`config.mk`:
```
export PLATFORM = sky130hd
export DESIGN_NAME = muldiv_unit
export DESIGN_NICKNAME = d
export VERILOG_FILES = /design/src/rtl/muldiv_unit.sv
export SDC_FILE = /design/constraint.sdc
export NUM_CORES = 1
export LEC_CHECK = 0
export BUFFER_PORTS_ARGS = -buffer_cell sky130_fd_sc_hd__buf_2
export CAP_MARGIN = 20
export CORE_UTILIZATION = 61
export CTS_CLUSTER_SIZE = 24
export DETAILED_ROUTE_END_ITERATION = 10
export PLACE_DENSITY = 0.92
export SYNTH_ARGS = -nofsm -noshare
export SYNTH_HDL_FRONTEND = slang
export SYNTH_SLANG_ARGS = --single-unit
```
`constraint.sdc`:
```
create_clock -name clk -period 4.88 [get_ports clk]
set_clock_uncertainty 0.2 [all_clocks]
set_input_delay 0.732 -clock clk [delete_from_list [all_inputs] [get_ports clk]]
set_output_delay 0.732 -clock clk [all_outputs]
set_load 0.02 [all_outputs]
```
`src/rtl/muldiv_unit.sv`:
```
// Iterative multiply/divide unit for the EX stage.
// Owns the HI/LO architectural registers. MULT/MULTU use shift-add and
// DIV/DIVU use restoring shift-subtract, both on operand magnitudes; a final
// FIX cycle applies sign correction and writes HI/LO. Every result takes
// WIDTH+1 cycles from the start edge.
module muldiv_unit #(
   parameter int WIDTH = 32
) (
   input  logic             clk,
   input  logic             rst_n,
   input  logic             start,
   input  logic [1:0]       op,
   input  logic [WIDTH-1:0] a,
   input  logic [WIDTH-1:0] b,
   input  logic             flush,
   input  logic             rd_hilo,
   input  logic             we_hi,
   input  logic             we_lo,
   input  logic [WIDTH-1:0] wdata,
   output logic             busy,
   output logic             stall,
   output logic             done,
   output logic [WIDTH-1:0] hi,
   output logic [WIDTH-1:0] lo
);

   localparam int CW = $clog2(WIDTH + 1);

   typedef enum logic [1:0] {
      IDLE = 2'd0,
      RUN  = 2'd1,
      FIX  = 2'd2
   } state_t;

   state_t             state;
   logic               is_div;     // latched op[1]
   logic               sign_a;     // dividend / multiplicand was negative
   logic               sign_b;     // divisor / multiplier was negative
   logic               div_zero;   // divisor was zero at launch
   logic [WIDTH-1:0]   a_raw;      // original dividend pattern for divide-by-zero
   logic [WIDTH-1:0]   operand;    // multiplicand or divisor magnitude
   logic [WIDTH:0]     work_hi;    // product high part / partial remainder
   logic [WIDTH-1:0]   work_lo;    // multiplier -> product low / dividend -> quotient
   logic [CW-1:0]      count;

   // Launch-time operand conditioning
   logic               signed_op;
   logic               a_neg;
   logic               b_neg;
   logic [WIDTH-1:0]   a_mag;
   logic [WIDTH-1:0]   b_mag;

   // Per-iteration datapath
   logic [WIDTH:0]     mul_sum;
   logic [WIDTH:0]     div_shift;
   logic [WIDTH:0]     div_diff;
   logic               div_ge;

   // Sign-corrected results
   logic [2*WIDTH-1:0] prod;
   logic [2*WIDTH-1:0] prod_fix;
   logic [WIDTH-1:0]   quo_fix;
   logic [WIDTH-1:0]   rem_fix;
   logic [WIDTH-1:0]   res_hi;
   logic [WIDTH-1:0]   res_lo;

   assign busy  = (state != IDLE);
   // Combinational so the dependent instruction in EX is held until done.
   assign stall = busy & (start | rd_hilo | we_hi | we_lo);

   // Operand magnitudes and sign flags captured at launch
   always_comb begin
      // NOTE: every always_comb output gets a default first so no latch is inferred.
      signed_op = ~op[0];
      a_neg     = signed_op & a[WIDTH-1];
      b_neg     = signed_op & b[WIDTH-1];
      a_mag     = a_neg ? -a : a;
      b_mag     = b_neg ? -b : b;
   end

   // One shift-add or shift-subtract step
   always_comb begin
      mul_sum   = work_hi + {1'b0, (work_lo[0] ? operand : {WIDTH{1'b0}})};
      div_shift = {work_hi[WIDTH-1:0], work_lo[WIDTH-1]};
      div_diff  = div_shift - {1'b0, operand};
      div_ge    = (div_shift >= {1'b0, operand});
   end

   // Sign correction and result selection used by the FIX cycle
   always_comb begin
      prod     = {work_hi[WIDTH-1:0], work_lo};
      prod_fix = (sign_a ^ sign_b) ? -prod : prod;
      quo_fix  = (sign_a ^ sign_b) ? -work_lo : work_lo;
      rem_fix  = sign_a ? -work_hi[WIDTH-1:0] : work_hi[WIDTH-1:0];
      res_hi   = prod_fix[2*WIDTH-1:WIDTH];
      res_lo   = prod_fix[WIDTH-1:0];
      if (is_div) begin
         if (div_zero) begin
            // Divide by zero is defined, not trapped: quotient all ones, remainder = dividend.
            res_hi = a_raw;
            res_lo = {WIDTH{1'b1}};
         end else begin
            res_hi = rem_fix;
            res_lo = quo_fix;
         end
      end
   end

   // Control FSM, iteration datapath and HI/LO registers
   always_ff @(posedge clk or negedge rst_n) begin
      if (!rst_n) begin
         // NOTE: all state, including the working accumulators, is reset so a mid-operation reset leaves nothing stale.
         state    <= IDLE;
         is_div   <= 1'b0;
         sign_a   <= 1'b0;
         sign_b   <= 1'b0;
         div_zero <= 1'b0;
         a_raw    <= '0;
         operand  <= '0;
         work_hi  <= '0;
         work_lo  <= '0;
         count    <= '0;
         done     <= 1'b0;
         hi       <= '0;
         lo       <= '0;
      end else begin
         // NOTE: non-blocking assignments throughout; every read sees the pre-edge value.
         done <= 1'b0;
         case (state)
            IDLE: begin
               if (we_hi) hi <= wdata;
               if (we_lo) lo <= wdata;
               if (start && !flush) begin
                  is_div   <= op[1];
                  sign_a   <= a_neg;
                  sign_b   <= b_neg;
                  div_zero <= (b == '0);
                  a_raw    <= a;
                  work_hi  <= '0;
                  count    <= '0;
                  if (op[1]) begin
                     work_lo <= a_mag;
                     operand <= b_mag;
                  end else begin
                     work_lo <= b_mag;
                     operand <= a_mag;
                  end
                  state <= RUN;
               end
            end

            RUN: begin
               if (flush) begin
                  state <= IDLE;
               end else begin
                  if (is_div) begin
                     if (div_ge) begin
                        work_hi <= div_diff;
                        work_lo <= {work_lo[WIDTH-2:0], 1'b1};
                     end else begin
                        work_hi <= div_shift;
                        work_lo <= {work_lo[WIDTH-2:0], 1'b0};
                     end
                  end else begin
                     work_hi <= {1'b0, mul_sum[WIDTH:1]};
                     work_lo <= {mul_sum[0], work_lo[WIDTH-1:1]};
                  end
                  count <= count + 1'b1;
                  if (count == CW'(WIDTH - 1)) state <= FIX;
               end
            end

            FIX: begin
               if (flush) begin
                  state <= IDLE;
               end else begin
                  hi    <= res_hi;
                  lo    <= res_lo;
                  done  <= 1'b1;
                  state <= IDLE;
               end
            end

            default: state <= IDLE;
         endcase
      end
   end

endmodule

```
* Word-level counts from Yosys, hierarchy flattened
Index checks and enable logic that the tools add are counted.
** Word-level totals
- Input port bits :: 105
- Word-level logic and storage cells :: 88
- Register bits :: 206
- Output and inout bits :: 67
** Cells by class
- Reduce and logical (&&, ||, !) cells :: 12
- Order comparisons :: 1
- Mux-type cells :: 37
- Equality and inequality tests :: 9
- Add/sub/neg operators :: 8
- Bitwise logic cells :: 8
** Operators with widths (count)
- 32-bit 2-to-1 mux :: 18
- 32-bit one-hot mux with 2 select lines :: 3
- 33-bit 2-to-1 mux :: 4
- 32-bit negator :: 4
- 33-bit one-hot mux with 2 select lines :: 1
- 64-bit 2-to-1 mux :: 1
- 64-bit negator :: 1
- 33-bit by 32-bit adder with 33-bit output :: 1
- 33-bit by 32-bit greater-or-equal comparator with 1-bit output :: 1
- 33-bit by 32-bit subtractor with 33-bit output :: 1
- 32-bit zero test :: 1
- 6-bit 2-to-1 mux :: 2
- 6-bit one-hot mux with 2 select lines :: 1
- 2-bit != test (second input constant) :: 5
- 3-bit AND reduction :: 3
- 6-bit by 1-bit adder with 6-bit output (second input constant) :: 1
- 6-bit by 5-bit equality test with 1-bit output (second input constant) :: 1
- 2-bit 2-to-1 mux :: 3
- 2-bit nonzero test :: 3
- 2-bit one-hot mux with 2 select lines :: 1
- 2-bit AND reduction :: 2
- 1-bit bitwise AND :: 3
- 1-bit 2-to-1 mux :: 3
- 3-bit != test (second input constant) :: 1
- 8 further kinds :: 10

* Depth between registers and ports, before layout
Gate-level depths: netlist (run 1).
- Depth in word-level cells :: 6
- Gate-level depth with buffers :: 15
- Depth with buffers taken out :: 13

* Worst setup path after synthesis (run 1)
OpenSTA, ideal clock, no wires.
- Path kind :: reg-to-reg
- Start point :: reg work_lo[0]
- End point :: reg work_hi[21]
- Stages on the path, launching flop included :: 14
- Setup time :: 0.121 ns
- Arrival time :: 3.156 ns
- Required time :: 4.559 ns
- Setup slack :: 1.403 ns
- Period minus slack after synthesis :: 3.477 ns
- Buffers on the path :: 2
- Cells stage by stage :: dfrtp_1 clkbuf_1 inv_1 clkbuf_1 nor2_1 ha_1 a2111oi_0 o21ai_0 a41oi_1 o21ai_0 a31oi_1 xnor2_1 a221o_1 a22o_1
** Between the ends
- Cells in the longest elaborated chain, start to end :: 5
** Ends and longest elaborated chain
- start, declared :: RTL line 43 : logic [WIDTH-1:0] work_lo;
- start signal, assigned :: RTL line 142 : work_lo <= a_mag;
- start signal, assigned :: RTL line 145 : work_lo <= b_mag;
- start signal, assigned :: RTL line 159 : work_lo <= {work_lo[WIDTH-2:0], 1'b1};
- 32-bit 2-to-1 mux :: RTL line 83 : mul_sum = work_hi + {1'b0, (work_lo[0] ? operand : {WIDTH{1'b0}})};
- 33-bit by 32-bit adder with 33-bit output :: RTL line 83
- 33-bit 2-to-1 mux :: RTL line 156 : if (is_div) begin
- 33-bit 2-to-1 mux :: RTL line 153 : if (flush) begin
- 33-bit one-hot mux with 2 select lines :: RTL line 129 : case (state)
- end signal, assigned :: RTL line 158 : work_hi <= div_diff;
- end signal, assigned :: RTL line 161 : work_hi <= div_shift;
- end signal, assigned :: RTL line 165 : work_hi <= {1'b0, mul_sum[WIDTH:1]};
- end, declared :: RTL line 42 : logic [WIDTH:0] work_hi;
Every way passes these cells. The select of a mux whose other input is x is not followed.
A chain may end at the register's enable or synchronous reset.

* Worst setup path after layout (run 1)
Ends and elaborated chain as after synthesis.

==> summary.txt, run 1 <==
Cell Area, Placed = 18500 um^2
FMAX = 234 MHz
Final hold violation count = 0
Startpoint Class = flop
Slew HR = 28.9%
R2R setup slack = 0.61 ns
Number of remaining DRC errors = 0
Total leakage power = 0.00871 uW
Most common cell after layout, fill and taps aside = nand2_1
CTS max path bufs = 3
GRT Util Overall = 45.4%
Worst Hold Margin = 0.0571 ns
Synth Warn # = 0
Setup Slack @ Placement = 0.828 ns
WL per Instance = 24.3 um
Final instance area = 19300 um^2
Net Switching = 5490 uW
Fill count = 2396
Reg area = 5160 um^2
Pin count of the biggest net entering global routing = 98
Chip width = 171 um
Number of global-route vias before repair = 17300
Fin Setup TNS = 0 ns
Sequential share of power = 26.1%
Syn_area_per_cell = 7.62 um^2
Resized cells post-CTS = 0
Switching Fraction = 50.2%
CP Capture Type = flop
H-tree Lvls = 1
Combinational share of power = 56.8%
Synth area leader = dfrtp_1
Cells after Synth = 2285
Setup bufs post-CTS = 0
Port bufs = 171
Max-slew violations = 0
Share of post-route cells with drive strength above 1 = 12.3%
Vias = 19000
Mapped Area = 17400 um^2
Layout Nets = 2544
FP Rows = 61
Grt total ovfl = 0
Status = complete, no violations
Hold crit path type = input pin to async pin
Synth async-reset ratio = 100%
Clock Pin Slew Worst Setup and Hold Paths = 0.06 ns
PnR worst setup slack = 0.607 ns
Die area = 29200 um^2
Most common flop cell mapped by yosys = dfrtp_1
Most frequent cells in the layout = nand2_1 (284), a21oi_1 (237), nor2_1 (222)
Antenna violations before repair = 4
Avg Vias per Cell = 6.89
Syn Nets = 2461
Initial DRC count = 2877
RSZ-0062 raised after global routing = false
Die Ht = 171 um
Core Util, Final = 69.2%
Final min period = 4.27 ns
Internal = 5450 uW
Distinct cells, synth = 80
Register area share after synthesis = 29.6%
Routed WL = 67100 um
Final worst path period share = 87.6%
CTS tree = built
Synth Register Bits = 206
CTS Hold Bufs = 0
Core area = 27900 um^2
Clock Power Share = 17.1%
CTS Buf Count = 24
Maximum vdd drop = 0.310 mV
Final setup violation count = 0
Multi-input logic area = 11400 um^2
First-pass GRT wire length = 101000 um
Root buffer cell = clkbuf_16
Clk sink count = 206
Max-cap check violation count = 0
CP max FO = 22
Top post-synthesis cells by area = dfrtp_1 (30%), a21oi_1 (6.9%), nand2_1 (6.1%)
EDFF count, synth = 0
Routed Antenna Nets = 0
Latest clock arrival within the worst-skew pair = 0.55 ns
DR pass1 iterations = 6
Share of the synthesized area in the top cell type = 29.6%
Starting density of the core = 62.3%
Post-DP HPWL = 50700 um
Required time of the critical path = 5.10 ns
Cell Pwr Density = 566 nW/um^2
I/O pins = 172
Crit path DAT = 4.50 ns
Crit Path Category = flop to flop
Worst-Margin Slew = 1.06 ns
Synthesis-to-layout area growth = 11.1%
Gpl congestion = 1.02
-- cells in the mapped netlist (51+ instances only) --
cell      instances
nor2_1          223
o21ai_0         200
inv_1            72
xnor2_1          98
ha_1             69
dfrtp_1         206
clkbuf_1        134
nand2_1         284
nor3_1           54
a21oi_1         239
nand3_1          51
xor2_1           78
mux2i_1          71
-- through the flow --
step	std cells	power, uW
after global routing	2764	11400
after detailed placement	2720	8720
after CTS	2764	10600
after floorplan	2285	6760
after global placement	2720	8610
final	2765	10900
-- cell type report --
cell class	count	area share, %
multi-input combinational	1847	59.0
clock buffer	31	3.24
timing repair buffer	217	6.39
sequential	206	26.7
tap	378	2.45
antenna	1	0.0129
inverter	72	1.40
clock inverter	13	0.848
-- cell families after synthesis --
family                   Yosys count  share of synthesized area (%)
AO/OA/AOI/OAI                    754                           26.4
buffers and inverters            232                           5.10
flip-flops                       206                           29.6
XOR/XNOR                         176                           8.86
multiplexers                      79                           4.60
adder cells (fa/ha/maj)           71                           5.19
AND/OR/NAND/NOR                  767                           20.2
-- power by group through the flow --
stage	sequential [uW]	clock (uW)	combinational (uW)
after global placement	2780	0	5830
after floorplan	2560	0	4200
after CTS	2780	1850	5960
after detailed placement	2810	0	5910
after global routing	2850	1920	6630
final	2850	1870	6220
-- registers in the layout, indices dropped and copies added (netlist names), 2 cells and up --
name and count:
a_raw 32, count 6, hi 32, lo 32
operand 32, state 2, work_hi 33, work_lo 32
-- layer usage --
metal | vias up | GRT usage, % | share of wire [%]
met4 | 8 | 22.0 | 5.3
li1 | 8390 | - | -
met2 | 1500 | 66.8 | 42
met1 | 8888 | 59.9 | 38
met3 | 262 | 14.5 | 15
met5 | - | 1.04 | 0.11
-- path summary, 6_finish.rpt --
kind                                        startpoint                       to  depth (start not counted)
worst max-delay path            work_lo[0]$_DFFE_PN0P_  work_hi[21]$_DFFE_PN0P_                         12
worst min-delay path                             rst_n       lo[22]$_DFFE_PN0P_                          1
worst max register to register  work_lo[0]$_DFFE_PN0P_  work_hi[21]$_DFFE_PN0P_                         12
worst min register to register      lo[20]$_DFFE_PN0P_       lo[20]$_DFFE_PN0P_                          2
max in group asynchronous                        rst_n  work_hi[21]$_DFFE_PN0P_                          2
min in group clk                             wdata[18]       hi[18]$_DFFE_PN0P_                          3
-- critical path: stages (launching register included) --
cell and delay [ns]:
dfrtp_1 0.51, inv_1 0.33, buf_4 0.36, nor2_1 0.17
ha_1 0.27, a2111oi_0 0.51, o21ai_0 0.17, a41oi_1 0.28
o21ai_0 0.12, a31oi_1 0.46, xnor2_1 0.20, a221o_1 0.38
a22o_1 0.17
Note: power is estimated with default switching activity, not from simulation.
==> run 2: changes to the inputs <==
- CORE_ASPECT_RATIO: default -> 0.8
==> summary.txt, run 2 (same netlist as run 1, synthesis figures left out) <==
Final setup violation count = 0 (unchanged)
Die Ht = 153 um (-10%)
Reg area = 5160 um^2 (unchanged)
Chip width = 191 um (+12%)
Worst-path cell chain = inv_1 -> nor2_1 -> ha_1 -> a21oi_1 -> nor2b_1 -> a311oi_1 -> o32ai_1 -> or2_2 -> a2111oi_0 -> nor3_1 -> xnor2_1 -> o221ai_1
Status = complete, no violations
Maximum vdd drop = 0.395 mV (+27%)
Root buffer cell = clkbuf_16
Routed WL = 70200 um (+4.6%)
CTS Buf Count = 24 (unchanged)
Core area = 27600 um^2 (-1.1%)
Post-DP HPWL = 53300 um (+5.3%)
Grt met1 use = 65.0% (+5.1 points)
Internal = 5510 uW (+1.2%)
Core Util, Final = 70.1% (+0.86 points)
Grt total ovfl = 0 (unchanged)
Hold crit path type = input pin to async pin
Number of global-route vias before repair = 17600 (+1.9%)
Final min period = 4.60 ns (+0.323 ns)
FMAX = 218 MHz (-7.0%)
First-pass GRT wire length = 106000 um (+5.1%)
Final worst path period share = 94.2% (+6.6 points)
Max reg flops = 33 (unchanged)
DR pass1 iterations = 8 (+2)
Required time of the critical path = 5.08 ns (-0.02 ns)
I/O pins = 172 (unchanged)
Slew HR = 34.1% (+5.2 points)
Fin Setup TNS = 0 ns (unchanged)
Routed Antenna Nets = 0 (unchanged)
Sequential share of power = 26.2% (about the same)
Delay-heaviest family, CP = compound AO/OA/AOI/OAI gates
Number of remaining DRC errors = 0 (unchanged)
Pin count of the biggest net entering global routing = 102 (+4.1%)
Vias = 19200 (+0.65%)
Most frequent cells in the layout = nand2_1 (284), a21oi_1 (237), nor2_1 (222)
Cell Pwr Density = 571 nW/um^2 (+0.86%)
Largest reg by FF count = work_hi
Worst path buffer plus inverter count = 1 (-1)
Net Switching = 5530 uW (+0.82%)
Clock Power Share = 17.3% (+0.2 points)
Slowest CP cell = a2111oi_0
Startpoint Class = flop
Resized cells post-CTS = 0 (unchanged)
Crit path DAT = 4.80 ns (+0.30 ns)
H-tree Lvls = 1 (unchanged)
Total leakage power = 0.00873 uW (+0.27%)
Most common cell after layout, fill and taps aside = nand2_1
CP max FO = 13 (-41%)
Fill count = 2228 (-7.0%)
Starting density of the core = 63.0% (+0.68 points)
Inserted Diodes = 0 (-1)
Met2 Usage GRT = 66.8% (about the same)
Initial DRC count = 2821 (-1.9%)
Max-cap check violation count = 0 (unchanged)
Antenna violations before repair = 1 (-3)
Share of post-route cells with drive strength above 1 = 12.5% (+0.20 points)
Combinational share of power = 56.5% (-0.3 points)
CP Capture Type = flop
Clk sink count = 206 (unchanged)
Multi-input logic area = 11400 um^2 (unchanged)
Clock Pin Slew Worst Setup and Hold Paths = 0.07 ns (about the same)
Avg Vias per Cell = 6.97 (+1.1%)
Final hold violation count = 0 (unchanged)
Synthesis-to-layout area growth = 11.2%
GRT Util Overall = 47.5% (+2.1 points)
Latest clock arrival within the worst-skew pair = 0.56 ns (about the same)
Met3 Usage GRT = 20.1% (+5.6 points)
WL per Instance = 25.5 um (+5.1%)
Layout Nets = 2549 (+0.20%)
Placed insts = 2711 (-0.33%)
CTS max path bufs = 3 (unchanged)
FP Rows = 54 (-11%)
Port bufs = 171 (unchanged)
Setup bufs post-CTS = 0 (unchanged)
Crit Path Category = flop to flop
CP max stage delay = 0.72 ns (+0.21 ns)
Die area = 29200 um^2 (about the same)
Non-filler cells in the finished layout = 2752 (-0.47%)
Gpl congestion = 1.10 (+7.6%)
Worst Hold Margin = 0.0551 ns (-0.00201 ns)
Worst-Margin Slew = 0.981 ns (-0.0832 ns)
Switching Fraction = 50.1% (-0.093 points)
CTS Hold Bufs = 0 (unchanged)
CTS tree = built
Grt peak-use layer = met2
Max-slew violations = 0 (unchanged)
RSZ-0062 raised after global routing = false
Total power = 11000 uW (+1.0%)
## run 2: power groups by stage
stage                     clock network, uW  logic (uW)  registers [uW]
final                                  1910        6240            2890
after floorplan                           0        4200            2560
after global routing                   1950        6670            2890
after CTS                              1890        6000            2810
after global placement                    0        5870            2810
after detailed placement                  0        5950            2830
## run 2: worst paths after layout
check                                            start                 endpoint  slack, ns  cells past startpoint
worst max-delay path            work_lo[0]$_DFFE_PN0P_  work_hi[14]$_DFFE_PN0P_       0.28                     12
worst min-delay path                             rst_n     count[2]$_DFFE_PN0P_       0.06                      1
worst max register to register  work_lo[0]$_DFFE_PN0P_  work_hi[14]$_DFFE_PN0P_       0.28                     12
worst min register to register   a_raw[13]$_DFFE_PN0P_    a_raw[13]$_DFFE_PN0P_       0.28                      2
max in group asynchronous                        rst_n           done$_DFF_PN0_       3.41                      2
min in group clk                                 a[18]    a_raw[18]$_DFFE_PN0P_       0.24                      3
## run 2: final cells by class
type                       count  area share [%]
multi-input combinational   1847            58.9
sequential                   206            26.6
timing repair buffer         222            6.51
clock buffer                  31            3.39
tap                          364            2.35
inverter                      72            1.40
clock inverter                10           0.814
## run 2: through the flow
stage / area [um^2] / setup slack, ns
2_1_floorplan: 17400 / 1.40
3_3_place_gp: 18500 / 0.652
3_5_place_dp: 18500 / 0.590
4_1_cts: 19400 / 0.569
5_1_grt: 19400 / 0.127
6_report: 19400 / 0.283
## run 2: routing by layer
layer | vias up | part of all wire [%]
li1 | 8376 | -
met2 | 1558 | 41
met5 | - | 0.031
met1 | 8997 | 38
met3 | 236 | 17
met4 | 4 | 4.1
